## config.mk

```make
export PLATFORM = sky130hd
export DESIGN_NAME = layer_sched
export DESIGN_NICKNAME = d
export VERILOG_FILES = /design/src/rtl/layer_sched_pkg.sv /design/src/rtl/layer_sched_timer.sv /design/src/rtl/layer_sched.sv
export SDC_FILE = /design/constraint.sdc
export NUM_CORES = 1
export LEC_CHECK = 0
export BUFFER_PORTS_ARGS = -buffer_cell sky130_fd_sc_hd__buf_2
export CORE_MARGIN = 3
export CORE_UTILIZATION = 55
export DETAILED_ROUTE_END_ITERATION = 16
export PLACE_DENSITY = 0.77
export SETUP_SLACK_MARGIN = 0.2
export SYNTH_ARGS = -nofsm -noshare
export SYNTH_HDL_FRONTEND = slang
export SYNTH_SLANG_ARGS = --single-unit
```

## constraint.sdc

```tcl
create_clock -name clk -period 4.3 [get_ports clk]
set_input_delay 0.215 -clock clk [delete_from_list [all_inputs] [get_ports clk]]
set_output_delay 0.215 -clock clk [all_outputs]
set_load 0.02 [all_outputs]
```

## src/rtl/layer_sched_pkg.sv

```systemverilog
// Shared definitions for the layer scheduler: state encoding, default stage
// count and the fixed stage ordering of the datapath.
package layer_sched_pkg;

    localparam int LS_NUM_STAGE = 4;

    localparam int ST_UNSHUF = 0;
    localparam int ST_CONV1  = 1;
    localparam int ST_CONV2  = 2;
    localparam int ST_CONV3  = 3;

    typedef enum logic [2:0] {
        S_IDLE = 3'd0,
        S_SEL  = 3'd1,
        S_RUN  = 3'd2,
        S_GAP  = 3'd3,
        S_FIN  = 3'd4,
        S_ERR  = 3'd5
    } state_t;

    function automatic logic is_busy(input state_t s);
        return !(s == S_IDLE || s == S_ERR);
    endfunction

endpackage

```

## src/rtl/layer_sched_timer.sv

```systemverilog
// Per-stage RUN cycle counter; saturates instead of wrapping and flags the
// cycle in which the running count reaches a nonzero limit.
module stage_timer #(
    parameter int TO_W = 16
) (
    input  logic            clk,
    input  logic            rst_n,
    input  logic            clear,
    input  logic            inc,
    input  logic [TO_W-1:0] limit,
    output logic            expired
);

    logic [TO_W-1:0] count_reg;
    logic [TO_W:0]   count_inc;

    assign count_inc = {1'b0, count_reg} + {{TO_W{1'b0}}, 1'b1};

    always_ff @(posedge clk or negedge rst_n) begin
        if (!rst_n) begin
            count_reg <= '0;
        end else if (clear) begin
            count_reg <= '0;
        end else if (inc && count_reg != '1) begin
            count_reg <= count_reg + 1'b1;
        end
    end

    // Expiry is judged against the count this cycle will contribute, so a
    // limit of N allows exactly N RUN cycles.
    assign expired = inc && (limit != '0) && (count_inc >= {1'b0, limit});

endmodule

```

## src/rtl/layer_sched.sv

```systemverilog
// Sequences the enabled datapath stages one at a time, hands the shared SRAM
// to the running stage, and guards each stage with an optional timeout.
module layer_sched
    import layer_sched_pkg::*;
#(
    parameter int NUM_STAGE = LS_NUM_STAGE,
    parameter int TO_W      = 16,
    parameter int GAP_CYC   = 2
) (
    input  logic                 clk,
    input  logic                 rst_n,
    input  logic                 start,
    input  logic                 abort,
    input  logic [NUM_STAGE-1:0] cfg_mask,
    input  logic [TO_W-1:0]      cfg_timeout,
    input  logic [NUM_STAGE-1:0] stage_valid,
    output logic [NUM_STAGE-1:0] stage_enable,
    output logic [1:0]           sram_owner,
    output logic                 busy,
    output logic                 done,
    output logic                 err
);

    localparam int CUR_W = (NUM_STAGE > 1) ? $clog2(NUM_STAGE) : 1;
    localparam int GAP_W = (GAP_CYC > 1) ? $clog2(GAP_CYC) : 1;
    localparam logic [CUR_W-1:0] LAST_CUR = CUR_W'(NUM_STAGE - 1);
    localparam logic [GAP_W-1:0] LAST_GAP = GAP_W'(GAP_CYC - 1);

    state_t               state_reg, state_next;
    logic [CUR_W-1:0]     cur_reg, cur_next;
    logic [NUM_STAGE-1:0] mask_reg, mask_next;
    logic [TO_W-1:0]      timeout_reg, timeout_next;
    logic [GAP_W-1:0]     gap_reg, gap_next;
    logic [NUM_STAGE-1:0] stage_enable_reg, stage_enable_next;
    logic [1:0]           sram_owner_reg, sram_owner_next;
    logic                 busy_reg, busy_next;
    logic                 done_reg, done_next;
    logic                 err_reg, err_next;

    logic timer_clear;
    logic timer_inc;
    logic timer_expired;

    stage_timer #(
        .TO_W (TO_W)
    ) u_timer (
        .clk     (clk),
        .rst_n   (rst_n),
        .clear   (timer_clear),
        .inc     (timer_inc),
        .limit   (timeout_reg),
        .expired (timer_expired)
    );

    always_ff @(posedge clk or negedge rst_n) begin
        if (!rst_n) begin
            state_reg        <= S_IDLE;
            cur_reg          <= '0;
            mask_reg         <= '0;
            timeout_reg      <= '0;
            gap_reg          <= '0;
            stage_enable_reg <= '0;
            sram_owner_reg   <= '0;
            busy_reg         <= 1'b0;
            done_reg         <= 1'b0;
            err_reg          <= 1'b0;
        end else begin
            state_reg        <= state_next;
            cur_reg          <= cur_next;
            mask_reg         <= mask_next;
            timeout_reg      <= timeout_next;
            gap_reg          <= gap_next;
            stage_enable_reg <= stage_enable_next;
            sram_owner_reg   <= sram_owner_next;
            busy_reg         <= busy_next;
            done_reg         <= done_next;
            err_reg          <= err_next;
        end
    end

    always_comb begin
        state_next   = state_reg;
        cur_next     = cur_reg;
        mask_next    = mask_reg;
        timeout_next = timeout_reg;
        gap_next     = gap_reg;
        err_next     = err_reg;
        done_next    = 1'b0;

        case (state_reg)
            S_IDLE, S_ERR: begin
                if (abort) begin
                    state_next = S_IDLE;
                end else if (start) begin
                    state_next   = S_SEL;
                    cur_next     = '0;
                    mask_next    = cfg_mask;
                    timeout_next = cfg_timeout;
                    err_next     = 1'b0;
                end
            end
            S_SEL: begin
                if (abort) begin
                    state_next = S_IDLE;
                end else if (mask_reg[cur_reg]) begin
                    state_next = S_RUN;
                end else if (cur_reg == LAST_CUR) begin
                    state_next = S_FIN;
                end else begin
                    cur_next = cur_reg + 1'b1;
                end
            end
            S_RUN: begin
                // A completion seen in the same cycle as expiry still counts.
                if (abort) begin
                    state_next = S_IDLE;
                end else if (stage_valid[cur_reg]) begin
                    gap_next = '0;
                    if (GAP_CYC > 0) begin
                        state_next = S_GAP;
                    end else if (cur_reg == LAST_CUR) begin
                        state_next = S_FIN;
                    end else begin
                        state_next = S_SEL;
                        cur_next   = cur_reg + 1'b1;
                    end
                end else if (timer_expired) begin
                    state_next = S_ERR;
                    err_next   = 1'b1;
                end
            end
            S_GAP: begin
                if (abort) begin
                    state_next = S_IDLE;
                end else if (gap_reg == LAST_GAP) begin
                    if (cur_reg == LAST_CUR) begin
                        state_next = S_FIN;
                    end else begin
                        state_next = S_SEL;
                        cur_next   = cur_reg + 1'b1;
                    end
                end else begin
                    gap_next = gap_reg + 1'b1;
                end
            end
            S_FIN: begin
                state_next = S_IDLE;
                done_next  = !abort;
            end
            default: begin
                state_next = S_IDLE;
            end
        endcase
    end

    // The SRAM follows the stage only at the moment it is granted RUN, so
    // ownership never moves under a live enable.
    always_comb begin
        sram_owner_next = sram_owner_reg;
        if (state_reg == S_SEL && state_next == S_RUN) begin
            sram_owner_next = 2'(cur_reg);
        end
    end

    assign busy_next   = is_busy(state_next);
    assign timer_clear = (state_next == S_RUN) && (state_reg != S_RUN);
    assign timer_inc   = (state_reg == S_RUN);

    generate
        for (genvar gi = 0; gi < NUM_STAGE; gi++) begin : g_enable
            assign stage_enable_next[gi] = (state_next == S_RUN) &&
                                           (cur_next == CUR_W'(gi));
        end
    endgenerate

    assign stage_enable = stage_enable_reg;
    assign sram_owner   = sram_owner_reg;
    assign busy         = busy_reg;
    assign done         = done_reg;
    assign err          = err_reg;

endmodule

```

Word level (Yosys, flattened, before mapping)

Cells that the tools add are included.

Input port bits: 28
Register bits after elaboration: 51

Bitwise operators: 1
Equality and inequality tests: 20
Add/sub/neg operators: 4
Order comparisons: 2
Mux-type cells: 38
Reductions and logical operators: 23

Operator list:

| kind                                                                 | count |
|---|---|
| 3-bit two-way mux                                                    | 11 |
| 16-bit two-way mux                                                   | 2 |
| 16-bit by 1-bit adder with 17-bit output, second input constant      | 1 |
| 17-bit by 16-bit greater-or-equal comparator with 1-bit output       | 1 |
| 16-bit by 1-bit adder with 16-bit output, second input constant      | 1 |
| 16-bit != test, second input constant                                | 1 |
| 16-bit nonzero test                                                  | 1 |
| 2-bit two-way mux                                                    | 7 |
| 2-bit != test, second input constant                                 | 7 |
| 1-bit two-way mux                                                    | 12 |
| 3-bit one-hot mux with 4 select lines                                | 1 |
| 3-bit by 2-bit == test with 1-bit output, second input constant      | 3 |
| 3-bit == test, second input constant                                 | 3 |
| 1-bit logical AND                                                    | 9 |
| 2-bit == test, second input constant                                 | 3 |
| 3-bit zero test                                                      | 2 |
| 2-bit one-hot mux with 3 select lines                                | 1 |
| 6-bit AND reduction                                                  | 1 |
| 2-bit nonzero test                                                   | 3 |
| 1-bit binary-select mux with 2-bit select                            | 2 |
| 1-bit one-hot mux with 2 select lines                                | 2 |
| 4-bit AND reduction                                                  | 1 |
| 3-bit by 1-bit == test with 1-bit output, second input constant      | 1 |
| 2-bit by 3-bit < comparator with 1-bit output, second input constant | 1 |
| other kinds (10)                                                     | 11 |

Depth between registers and ports, before layout

Gate-level depths: netlist of the first run.

Depth after elaboration: 10
Depth in mapped cells: 14
Mapped depth without buffers: 14

Hierarchy

From an unflattened synthesis of the first run, not the netlist that was laid out.

Cells, all modules: 312
Area total of the unflattened synthesis: 3,110.5 sq um

By module, submodules not included:

| module      | cells an instance | seq. area each (sq um) | instances | area an instance (sq um) |
|---|---|---|---|---|
| layer_sched | 138               | 875.8                  | 1         | 1,641.6 |
| stage_timer | 174               | 400.4                  | 1         | 1,468.9 |

Worst setup path before layout of the first run

No wires, ideal clock.

Path type: register -> register
From: register u_timer.count_reg[0]
To: register busy_reg (netlist: busy)
Arrival time: 3.127 ns
Library setup time: 0.132 ns
Data required time: 4.168 ns
Period minus slack after synthesis: 3.259 ns
Path slack: 1.041 ns
Cell stages (with the launch flop): 15
Path through: dfrtp_1 > ha_1 > nand4_1 > nor2_1 > and3_1 > and3_1 > nand3_1 > xnor2_1 > ha_1 > nand3_1 > or4_1 > a31oi_1 > nand3b_1 > and4b_1 > o31ai_1

Cells in the longest elaborated chain, start to end: 10

RTL lines:

| what                                                               | line                    | RTL |
|---|---|---|
| from (decl)                                                        | layer_sched_timer.sv:14 | `logic [TO_W-1:0] count_reg;` |
| from (signal assigned)                                             | layer_sched_timer.sv:25 | `count_reg <= count_reg + 1'b1;` |
| 16-bit by 1-bit adder with 17-bit output (*)                       | layer_sched_timer.sv:17 | `assign count_inc = {1'b0, count_reg} + {{TO_W{1'b0}}, 1'b1};` |
| 17-bit by 16-bit greater-or-equal comparator with 1-bit output (*) | layer_sched_timer.sv:31 | `assign expired = inc && (limit != '0) && (count_inc >= {1'b0, limit});` |
| 1-bit logical AND (*)                                              | layer_sched_timer.sv:31 |  |
| 3-bit two-way mux (*)                                              | layer_sched.sv:127      | `end else if (timer_expired) begin` |
| 3-bit two-way mux (*)                                              | layer_sched.sv:117      | `end else if (stage_valid[cur_reg]) begin` |
| 3-bit two-way mux (*)                                              | layer_sched.sv:115      | `if (abort) begin` |
| 3-bit one-hot mux with 4 select lines (*)                          | layer_sched.sv:90       | `case (state_reg)` |
| 3-bit == test or 3-bit zero test (tied branches)                   | layer_sched_pkg.sv:22   | `return !(s == S_IDLE \|\| s == S_ERR);` |
| 1-bit logical OR (*)                                               | layer_sched_pkg.sv:22   |  |
| 1-bit zero test (*)                                                | layer_sched_pkg.sv:22   |  |
| named net busy_next                                                | layer_sched.sv:36       | `logic busy_reg, busy_next;` |
| to (signal assigned)                                               | layer_sched.sv:75       | `busy_reg <= busy_next;` |
| to (decl)                                                          | layer_sched.sv:36       |  |

Mark *: on every way through the listed nets, which the timed path passes. The rest lies on a longest branch.
A chain may end at the register's enable or synchronous reset.

Final worst setup path of the first run

Ends and elaborated chain as after synthesis.

==> impl_metrics.json, run 1 <==
{
  "fin_setup_tns_ps": 0,
  "worstPathRequired_ps": 4470,
  "grt_usage_pct": 20.5,
  "drive_gt1_share_pct": 25.5,
  "core_sq_mm": 0.00494,
  "worstSetupPathType": "reg -> reg",
  "reg2reg_depth": 14,
  "crit_path_end_kind": "flop",
  "drv_cap": 0,
  "cts_tree": "built",
  "syn_nets": 328,
  "die_h_microns": 79.0,
  "hpwl_microns": 4400,
  "totalWireLength_microns": 5890,
  "cts_htree_levels": 2,
  "timing.hold.ws_ps": 12.0,
  "synth.area.top_cells": "dfrtp_1 43%, mux2_2 8.4%, ha_1 7.2%, a22o_1 3.0%, inv_1 2.8%",
  "nNetsFinal": 362,
  "cts-root-buf": "clkbuf_8",
  "skew_ps": 5.54,
  "relSlewSlack_pct": 29.3,
  "diodes": 0,
  "die_x_microns": 79.0,
  "syn_area_per_cell_sq_um": 10.4,
  "yosysWarnings": 0,
  "initial_core_util_pct": 59.4,
  "vias_per_cell": 5.70,
  "wl_per_cell_microns": 15.3,
  "clk_pin_slew_worst_paths_ps": 90,
  "cp-start-kind": "flop",
  "cts-buffers-inserted": 5,
  "p_leak_nw": 1.61,
  "cts_resized": 0,
  "worstPathMaxFanout": 6,
  "crit_path_max_incr_delay_ps": 530,
  "synth.largest_area_cell": "dfrtp_1",
  "placed_cell_area_sq_mm": 0.00315,
  "routabilityCongestion": 0.938,
  "vias": 2196,
  "fmax_ghz": 0.277,
  "worst_pin_slew_ps": 1060,
  "die_area_sq_mm": 0.00625,
  "rsz0062_at_grt": "false",
  "synth_most_common_cell": "dfrtp_1",
  "grt_start_max_net_pins": 52,
  "slowest_stage": "or4_1",
  "run_status": "completed",
  "num-fill-cells": 403,
  "synth_edf_count": 0,
  "cts_setup_buffers": 0,
  "ys_types": 55,
  "final_hold_viol_count": 0,
  "grt_pass1_vias": 2140,
  "syn_area_sq_mm": 0.00293,
  "ys_ff_latch": 51,
  "power.density_mw_per_mm2": 589,
  "pin_count": 37,
  "drv_slew": 0,
  "drc": 0,
  "detail-route-antenna-nets": 0,
  "stdcell_area_sq_mm": 0.00327,
  "ctsHoldBuffers": 0,
  "gr-total-overflow": 0,
  "worst-path-stages": 14,
  "cp.arrival_ps": 3790,
  "grt_pass1_wl_microns": 10000,
  "setup-violations-final": 0,
  "yosysTopAreaCellShare_pct": 43.5,
  "synth-seq-area-share_pct": 43.5,
  "async_flop_share_pct": 100,
  "clk-insertion-delay-late_ps": 290,
  "ir_drop_uv": 332,
  "finalCritPeriodShare_pct": 84.0,
  "antenna_found_initial": 0,
  "syn_inst": 283,
  "areaGrowthSynthToFinish_pct": 11.4,
  "clk_path_buf_depth": 2,
  "cts_sinks": 51,
  "portBuffers": 36,
  "period_needed_ps": 3610,
  "critical-path-top-delay-family": "simple AND/OR/NAND/NOR gates",
  "crit_buf_inv": 0,
  "dr.first_iter.drc_count": 181,
  "yosys-top-cells-count": "51 x dfrtp_1, 22 x inv_1, 22 x mux2_2",
  "crit_chain": "ha_1, nand4_1, nor2_1, and3_1, and3_1, nand3_1, xnor2_1, ha_1, nand3_1, or4_1, a31oi_1, nand3b_1, and4b_1, o31ai_1",
  "hold_class": "in -> async",
  "drt-pass1-iter-count": 4,
  "synth_ff_type": "dfrtp_1",
  "rows": 25
}
[kinds of logic after synthesis]
family,count (synthesis),share of synthesized area (%)
mux,25,10.3
compound gates,56,13.1
fa+ha+maj,17,7.25
buf+inv,34,5.03
flops,51,43.5
simple gates,85,16.3
xor+xnor,15,4.48
[cells in the final DEF (no fill, tap or decap), drive strengths merged, types with 10 or more instances in the layout]
master	n
dfrtp	51
buf	38
inv	23
mux2	22
o21ai	19
nor2	18
ha	17
nand2	14
nand3	10
a22o	10
[metrics by stage]
step	power [W]	util (%)	std cells	worst slack [ps]
finish	0.00193	66.2	385	689
floorplan	0.00139	-	283	1040
global route	0.00208	66.2	385	404
global placement	0.00155	63.8	377	872
CTS	0.00193	66.2	385	704
detailed placement	0.00159	63.8	377	738
[path summary, 6_finish.rpt]
check / from / to / slack (ps)
setup / recovery: u_timer.count_reg[0] / busy / 690
hold / removal: rst_n / u_timer.count_reg[15] / 10
setup reg to reg: u_timer.count_reg[0] / busy / 690
hold reg to reg: mask_reg[2] / mask_reg[2] / 510
max in group asynchronous: rst_n / stage_enable[1] / 3860
min in group clk: cfg_timeout[15] / timeout_reg[15] / 150
[layout make-up]
class / count / area (sq um) / share of cell area [%]
clock buffers: 6 / 82.6 / 2.53
flip-flops and latches: 51 / 1280 / 39.0
well taps: 67 / 83.8 / 2.56
inverters: 23 / 86.3 / 2.64
clock inverters: 2 / 35.0 / 1.07
multi-input cells: 198 / 1510 / 46.2
repair buffers: 38 / 195 / 5.97
[per-layer routing]
metal / track usage [%] / part of all wire (%) / up-vias
li1: - / - / 1087
met1: 31.4 / 50 / 1038
met2: 29.2 / 43 / 65
met3: 3.40 / 5.0 / 6
met4: 7.04 / 1.7 / 0
met5: 0 / 0 / -
[worst register-to-register path, cell delays in order, from the launching register on]
cell      delay, ps
dfrtp_1         440
ha_1            270
nand4_1         180
nor2_1          300
and3_1          250
and3_1          170
nand3_1         110
xnor2_1         160
ha_1            300
nand3_1         110
or4_1           530
a31oi_1         140
nand3b_1        170
and4b_1         270
o31ai_1         100
[power breakdown]
| group | internal (W) | leakage, nW | switching, W | total, W |
|---|---|---|---|---|
| clock network | 0.000188 | 0.0612 | 0.000150 | 0.000338 |
| logic | 0.000362 | 0.894 | 0.000403 | 0.000765 |
| registers | 0.000643 | 0.658 | 0.000180 | 0.000823 |
| total | 0.00119 | 1.61 | 0.000733 | 0.00193 |
(Power assumes the default switching activity.)
==> run 2: changes to the inputs <==
==> constraint.sdc (replaced) <==
create_clock -name clk -period 3.33 [get_ports clk]
set_input_delay 0.1665 -clock clk [delete_from_list [all_inputs] [get_ports clk]]
set_output_delay 0.1665 -clock clk [all_outputs]
set_load 0.02 [all_outputs]
==> run 2 against run 1 <==
Net effect: the run now ends with negative hold slack left; wire length up 11%; sequential share of layout area down 1.9 points; first-iteration DRC count down 1.7%; clock power up 8.9%; sequential cell count unchanged; sequential power up 31%; critical endpoint unchanged; highest routed layer unchanged.
==> impl_metrics.json, run 2 (synthesis results as in run 1) <==
{
  "dp_slack_ps": 66.1,
  "dr.first_iter.drc_count": 178,
  "hold_class": "in -> async",
  "vias_per_cell": 5.93,
  "stdcell_area_sq_mm": 0.00344,
  "cts-root-buf": "clkbuf_8",
  "setup_slack_ps": 268,
  "die_x_microns": 79.0,
  "timing.hold.ws_ps": -20.8,
  "final_hold_viol_count": 34,
  "rsz0062_at_grt": "true",
  "relSlewSlack_pct": 38.5,
  "p_leak_nw": 1.68,
  "antenna_found_initial": 0,
  "grt_use_met1_pct": 31.5,
  "detail-route-antenna-nets": 0,
  "drive_gt1_share_pct": 33.2,
  "grt_pass1_wl_microns": 10700,
  "ir_drop_uv": 422,
  "fmax_ghz": 0.327,
  "initial_core_util_pct": 59.4,
  "reg2reg_depth": 14,
  "clk-insertion-delay-late_ps": 320,
  "setup-violations-final": 0,
  "totalWireLength_microns": 6560,
  "final_cell_mix": "49 x dfrtp_1, 36 x buf_2, 22 x inv_1, 22 x mux2_2",
  "cts_sinks": 51,
  "cts-buffers-inserted": 5,
  "diodes": 0,
  "dp.cells": 380,
  "period_needed_ps": 3060,
  "clk_pin_slew_worst_paths_ps": 100,
  "die_area_sq_mm": 0.00625,
  "grt_usage_pct": 22.1,
  "nNetsFinal": 375,
  "cts_tree": "built",
  "skew_ps": 9.24,
  "gr-max-usage-layer": "met2",
  "finalCritPeriodShare_pct": 92.0,
  "run_status": "finished, violations left",
  "failed_checks": "negative hold slack",
  "drt-pass1-iter-count": 4,
  "worstSetupPathType": "reg -> reg",
  "r2r_start": "u_timer.count_reg[1]",
  "worstPathRequired_ps": 3530,
  "core_sq_mm": 0.00494,
  "placed_cell_area_sq_mm": 0.00319,
  "pin_count": 37,
  "finalNonFillerCells": 398,
  "cp-start-kind": "flop",
  "vias": 2360,
  "drv_cap": 0,
  "areaGrowthSynthToFinish_pct": 17.4,
  "power.density_mw_per_mm2": 733,
  "die_h_microns": 79.0,
  "drv_slew": 0,
  "r2r-end": "busy",
  "use_met2_pct": 32.1,
  "drc": 0,
  "grt_pass1_vias": 2270,
  "grt_start_max_net_pins": 42,
  "wl_per_cell_microns": 16.5,
  "rows": 25,
  "portBuffers": 36,
  "layout_commonest_cell": "dfrtp_1",
  "fin_setup_tns_ps": 0,
  "p_total_w": 0.00253,
  "gr-total-overflow": 0,
  "hpwl_microns": 4670,
  "worstPathMaxFanout": 4,
  "routabilityCongestion": 0.892,
  "cp.arrival_ps": 3260,
  "use_met3_pct": 5.67,
  "crit_path_end_kind": "flop",
  "ctsHoldBuffers": 0,
  "r2r_slack_ps": 270,
  "clk_path_buf_depth": 2,
  "cts_htree_levels": 2,
  "worst_pin_slew_ps": 922
}
[run 2: repair_timing]
action | CTS | global route
setup endpoints to repair | 7 | 7
gates resized for setup | 8 | 9
pin swaps | 9 | 6
buffers inserted | 9 | 1
[run 2: critical path, stage by stage, from the launching register on]
cell,delay (ps)
dfrtp_1,440
ha_4,180
nand4_1,100
nor2_2,60
buf_4,120
buf_4,140
and3_4,190
xor2_2,150
ha_1,310
nand4_1,100
or4_1,500
a31oi_1,140
nand3b_1,180
and4b_1,260
o31ai_1,80
[run 2: power breakdown]
group	switching (W)	internal [W]	leakage (nW)	total [W]
registers	0.000243	0.000833	0.655	0.00108
clock network	0.000217	0.000151	0.0454	0.000368
logic	0.000552	0.000530	0.984	0.00108
total	0.00101	0.00151	1.68	0.00253
[run 2: worst max path at each step]
stage	start	endpoint	slack, ps
after floorplan	u_timer.count_reg[0]	busy	210
after global placement	u_timer.count_reg[0]	busy	180
after detailed placement	u_timer.count_reg[0]	busy	70
after CTS	u_timer.count_reg[0]	busy	210
after global routing	u_timer.count_reg[1]	busy	150
final	u_timer.count_reg[1]	busy	270
[run 2: final cells by class]
class / count / area, sq um
clock buffers: 6 / 72.6
multi-input cells: 198 / 1610
clock inverters: 2 / 17.5
well taps: 67 / 83.8
repair buffers: 51 / 293
inverters: 23 / 86.3
flip-flops and latches: 51 / 1280
fillers: 393 / 1500
[run 2: per-layer routing]
layer	routed length (microns)	up-vias
met3	462	14
met4	134	0
met5	0	-
li1	-	1114
met2	3000	82
met1	2960	1150
[run 2: per-stage QoR]
stage               util, %  hold slack (ps)
global route           69.7             39.5
global placement       64.5              346
CTS                    68.5             2.22
finish                 69.7            -20.8
floorplan                 -             -129
detailed placement     64.5              348
